<file path="src/rtl/montgomery_reduce.sv">
// -----------------------------------------------------------------------------
// montgomery_reduce
//   Three-stage pipelined Montgomery reduction for Kyber and Dilithium
//   coefficients.
//   It computes coef = product * R^-1 mod q, giving a canonical result in
//   [0, q-1].
//   The modulus is chosen per item, and mode travels with the data through
//   every stage.
//   The pipeline uses a single global stall: all stages advance together when
//   the output register is empty or downstream is ready.
//
// Parameters
//   PROD_WIDTH  width of the signed product input
//   COEF_WIDTH  width of the unsigned reduced coefficient output
//
// Ports
//   clk_i      clock, rising edge
//   rstn_i     asynchronous active-low reset
//   mode_i     0 = Kyber (q=3329, R=2^16), 1 = Dilithium (q=8380417, R=2^32)
//   valid_i    product_i / mode_i valid
//   ready_o    input accepted this cycle (equals the pipeline enable)
//   product_i  signed two's-complement product
//   valid_o    coef_o valid
//   ready_i    downstream accepts coef_o
//   coef_o     reduced coefficient, zero-extended
// -----------------------------------------------------------------------------
module montgomery_reduce #(
  parameter int PROD_WIDTH = 48,
  parameter int COEF_WIDTH = 24
) (
  input  logic                  clk_i,
  input  logic                  rstn_i,
  input  logic                  mode_i,
  input  logic                  valid_i,
  output logic                  ready_o,
  input  logic [PROD_WIDTH-1:0] product_i,
  output logic                  valid_o,
  input  logic                  ready_i,
  output logic [COEF_WIDTH-1:0] coef_o
);

  // t*q needs up to 32+24 signed bits; one extra bit keeps a - t*q exact.
  localparam int D_W = ((PROD_WIDTH > 56) ? PROD_WIDTH : 56) + 1;

  localparam logic [31:0]            QINV_K = 32'hFFFF_F301;  // -3327
  localparam logic [31:0]            QINV_D = 32'd58728449;
  localparam logic signed [D_W-1:0]  Q_K    = D_W'(3329);
  localparam logic signed [D_W-1:0]  Q_D    = D_W'(8380417);

  // Canonicalise: r lies in (-q, q), so a single conditional add of q is
  // enough to land in [0, q-1].
  function automatic logic [COEF_WIDTH-1:0] f_canon(
    input logic signed [D_W-1:0] r,
    input logic signed [D_W-1:0] q
  );
    return COEF_WIDTH'((r < 0) ? (r + q) : r);
  endfunction

  logic                          en;

  logic                          vld_p0;
  logic                          mode_p0;
  logic signed [PROD_WIDTH-1:0]  a_p0;
  logic signed [31:0]            t_p0;

  logic                          vld_p1;
  logic                          mode_p1;
  logic signed [D_W-1:0]         d_p1;

  logic                          vld_p2;
  logic [COEF_WIDTH-1:0]         coef_p2;

  logic [31:0]                   qinv_sel;
  logic [31:0]                   m_lo;
  logic signed [31:0]            t_nxt;
  logic signed [D_W-1:0]         a_ext;
  logic signed [D_W-1:0]         t_ext;
  logic signed [D_W-1:0]         q_p0;
  logic signed [D_W-1:0]         d_nxt;
  logic signed [D_W-1:0]         r_nxt;
  logic signed [D_W-1:0]         q_p1;
  logic [COEF_WIDTH-1:0]         coef_nxt;

  assign en      = !vld_p2 || ready_i;
  assign ready_o = en;
  assign valid_o = vld_p2;
  assign coef_o  = coef_p2;

  // ---- input -> p0: t = signed low log2(R) bits of (a mod R) * QINV
  // Only the low 32 bits of the product are ever needed, so the multiply is
  // kept at 32 bits; Kyber then takes the signed low 16 of that.
  assign qinv_sel = mode_i ? QINV_D : QINV_K;
  assign m_lo     = product_i[31:0] * qinv_sel;
  assign t_nxt    = mode_i ? $signed(m_lo)
                           : $signed({{16{m_lo[15]}}, m_lo[15:0]});

  // ---- p0 -> p1: d = a - t*q (low log2(R) bits of d are zero by construction)
  assign a_ext = {{(D_W-PROD_WIDTH){a_p0[PROD_WIDTH-1]}}, a_p0};
  assign t_ext = {{(D_W-32){t_p0[31]}}, t_p0};
  assign q_p0  = mode_p0 ? Q_D : Q_K;
  assign d_nxt = a_ext - (t_ext * q_p0);

  // ---- p1 -> p2: r = d >>> log2(R), then fold negatives into [0, q-1]
  assign r_nxt    = mode_p1 ? (d_p1 >>> 32) : (d_p1 >>> 16);
  assign q_p1     = mode_p1 ? Q_D : Q_K;
  assign coef_nxt = f_canon(r_nxt, q_p1);

  always_ff @(posedge clk_i or negedge rstn_i) begin
    if (!rstn_i) begin
      vld_p0  <= 1'b0;
      mode_p0 <= 1'b0;
      a_p0    <= '0;
      t_p0    <= '0;
      vld_p1  <= 1'b0;
      mode_p1 <= 1'b0;
      d_p1    <= '0;
      vld_p2  <= 1'b0;
      coef_p2 <= '0;
    end else if (en) begin
      vld_p0  <= valid_i;
      mode_p0 <= mode_i;
      a_p0    <= product_i;
      t_p0    <= t_nxt;
      vld_p1  <= vld_p0;
      mode_p1 <= mode_p0;
      d_p1    <= d_nxt;
      vld_p2  <= vld_p1;
      coef_p2 <= coef_nxt;
    end
  end

endmodule

</file>
<file path="config.mk">
export PLATFORM = sky130hd
export DESIGN_NAME = montgomery_reduce
export DESIGN_NICKNAME = d
export VERILOG_FILES = /design/src/rtl/montgomery_reduce.sv
export SDC_FILE = /design/constraint.sdc
export NUM_CORES = 2
export LEC_CHECK = 0
export ABC_AREA = 1
export CORE_MARGIN = 2
export CORE_UTILIZATION = 55
export CTS_CLUSTER_DIAMETER = 50
export DETAILED_ROUTE_END_ITERATION = 16
export PLACE_DENSITY = 0.72
export SKIP_LAST_GASP = 1
export SYNTH_ARGS = -nofsm -noshare
export SYNTH_HDL_FRONTEND = slang
export SYNTH_SLANG_ARGS = --single-unit
</file>
<file path="constraint.sdc">
create_clock -name clk_i -period 7.87 [get_ports clk_i]
set_input_delay 1.1805 -clock clk_i [delete_from_list [all_inputs] [get_ports clk_i]]
set_output_delay 1.1805 -clock clk_i [all_outputs]
set_load 0.01 [all_outputs]
</file>
==> reports/results.ini <==
[logic_synthesis]
async_reset_ff_share_pct = 100
synthDistinctLibCells = 55
synthCells = 4036
yosysSeqAreaShare_pct = 10.9
ys_ff_latch = 142
synth_top_area_share_pct = 29.5
synth_edf_count = 0
yosys_warnings = 0
synth.top_cells.by_area = fa_1 (30%), ha_1 (20%), inv_1 (13%)
synth_largest_area_cell = fa_1
syn_avg_cell_area_um2 = 8.05
synth_area_um2 = 32500
synth-main-ff-cell = dfrtp_1
synth_nets = 5098

[clock_tree]
clkSlewWorstSetupHoldPaths_ps = 70
root_buffer = clkbuf_16
cts.sinks = 142
tritoncts = done
cts-buffers-inserted = 17
htree_levels = 4
ctsResizeCount = 0
clk_latency_ps = 510
postCtsSetupBuffers = 0
clockBufferDepth = 2
hold_buffers = 0

[critical_path]
max_stage_delay_ps = 640
worstReg2RegStart = mode_p0
reg2reg_to = d_p1[55]
crit_type = reg2reg
rr_worst_depth = 27
worst_setup_path_end_kind = register
required_ps = 8260
crit_slowest_cell = dfrtp_2
cp_max_fo = 18
cp_top_family = adder cells
worst_ep_arrival_time_ps = 7780
worst-path-buf-inv = 5
start_kind = register
r2r_slack_ps = 480

[global_routing]
grt_pass1_vias = 27600
grt_usage_pct = 32.8
grt_max_degree = 87
grt_overflow = 0
grt_pass1_wl_mm = 150
antenna_found_initial = 0

[final_layout]
drive_above_1_share_pct = 4.33
layout_common_cells = inv_1 (1108), nand2_1 (626), ha_1 (530), fa_1 (479), nor2_1 (241)
diodes = 0
mostFrequentLayoutCell = inv_1
multi_input_area_um2 = 24500
fin_nets = 5227
area_delta_synth_final_pct = 8.47
num-fill-cells = 5351
seqCellArea_um2 = 3550

[timing]
rsz0062_at_grt = no
finalHoldViolations = 0
min_period_over_period_pct = 93.9
finalSetupViolations = 0
worst_slack_ps = 478
slew_headroom_pct = 35.1
slew_violations = 0
finalCriticalPeriod_ps = 7390
clock_skew_ps = 17.7
max_freq_ghz = 0.135
worstMarginPinSlew_ps = 973

[min_path]
whs_path_depth = 2
hold_path_startpoint = vld_p1
whs_endpoint = valid_o
min-delay-path-class = reg2reg

[floorplan]
coreArea_um2 = 58700
die_h_um = 247
initial_core_util_pct = 55.4
die_area_um2 = 61100
io_pins = 79
rows = 89
die_w_um = 247

[drt]
ant_nets = 0
num_vias = 26400
viasPerCell = 5.33
dr.pass1.iters = 5
wirelength_mm = 94.2
drtIter0Drc = 1625
drc = 0
routedWlPerCell_um = 19.0

[place]
io_buffers = 78
hpwlAfterDp_mm = 83.6
place_congestion = 1.02
place_ws_ps = -48.3

[run_status]
outcome = finished, final reports clean

[job]
cap_violations = 0

## stage by stage
| stage | utilization, % | area (µm²) | setup TNS, ps | instances | hold slack [ps] |
|---|---|---|---|---|---|
| final | 60.1 | 35300 | 0 | 4951 | 452 |
| after global routing | 60.1 | 35300 | 0 | 4951 | 473 |
| after global placement | 59.0 | 34700 | 0 | 4919 | 437 |
| after floorplan | - | 32500 | 0 | 4036 | 420 |
| after detailed placement | 59.0 | 34700 | -73.7 | 4919 | 440 |
| after CTS | 60.1 | 35300 | 0 | 4951 | 452 |
## flip-flops by register name, summed over array words and instances, names as in the netlist
name	cells
coef_o	24
mode_p0	1
valid_o	1
vld_p1	1
d_p1	41
vld_p0	1
mode_p1	1
a_p0	48
t_p0	24
## synthesized netlist by cell type, types with 7 or more instances
cell type / n
a21o_1: 9
a21oi_1: 163
a31oi_1: 7
buf_2: 11
clkbuf_1: 33
dfrtp_1: 142
fa_1: 479
ha_1: 530
inv_1: 1109
nand2_1: 626
nand2_2: 23
nand3_1: 148
nand3b_1: 18
nand4_1: 18
nor2_1: 242
nor3_1: 20
nor4_1: 15
o21ai_0: 220
o21ai_1: 15
o21bai_1: 40
or2_2: 9
xnor2_1: 28
xor2_1: 59
## final cells by class
| type | count | area share [%] |
|---|---|---|
| Multi-Input combinational cell | 2726 | 69.5 |
| Inverter | 1116 | 11.9 |
| Sequential cell | 142 | 10.1 |
| Timing Repair Buffer | 162 | 4.04 |
| Tap cell | 773 | 2.74 |
| Clock buffer | 19 | 1.28 |
| Clock inverter | 13 | 0.415 |
## metal layers
metal  global-route usage, %  wire, µm
met4                    15.3      4670
met5                       0         0
met2                    55.4     44800
met3                    4.23      4960
met1                    41.6     39800
## tightest hold or removal path, delay by kind of cell, from the launching register on
| kind | cells | cell delay, ps |
|---|---|---|
| AND/OR/NAND/NOR | 1 | 50 |
| buffers and inverters | 1 | 50 |
| flip-flops | 1 | 320 |
## worst max-delay path by stage
stage,slack (ps),to,depth (start not counted),from
final,480,d_p1[55],27,mode_p0
after global routing,30,t_p0[31],22,mode_i
after CTS,490,t_p0[28],21,mode_i
after detailed placement,-50,t_p0[30],21,mode_i
after global placement,70,t_p0[30],23,mode_i
after floorplan,720,t_p0[31],24,mode_i
## cell families (layout without fill, tap and decap cells)
logic type | Yosys count | after routing | synth area share (%)
AOI/OAI and AO/OA | 492 | 492 | 8.37
xor gates and xnor gates | 87 | 87 | 2.34
adders and majority gates | 1009 | 1009 | 49.9
buffers and inverters | 1168 | 1310 | 13.7
DFF | 142 | 142 | 10.9
other | 1 | 1 | 0.0115
and+or+nand+nor | 1137 | 1137 | 14.8
Power is not shown: default switching activity piles up to over one toggle a cycle in this logic, so the estimate is an artifact.
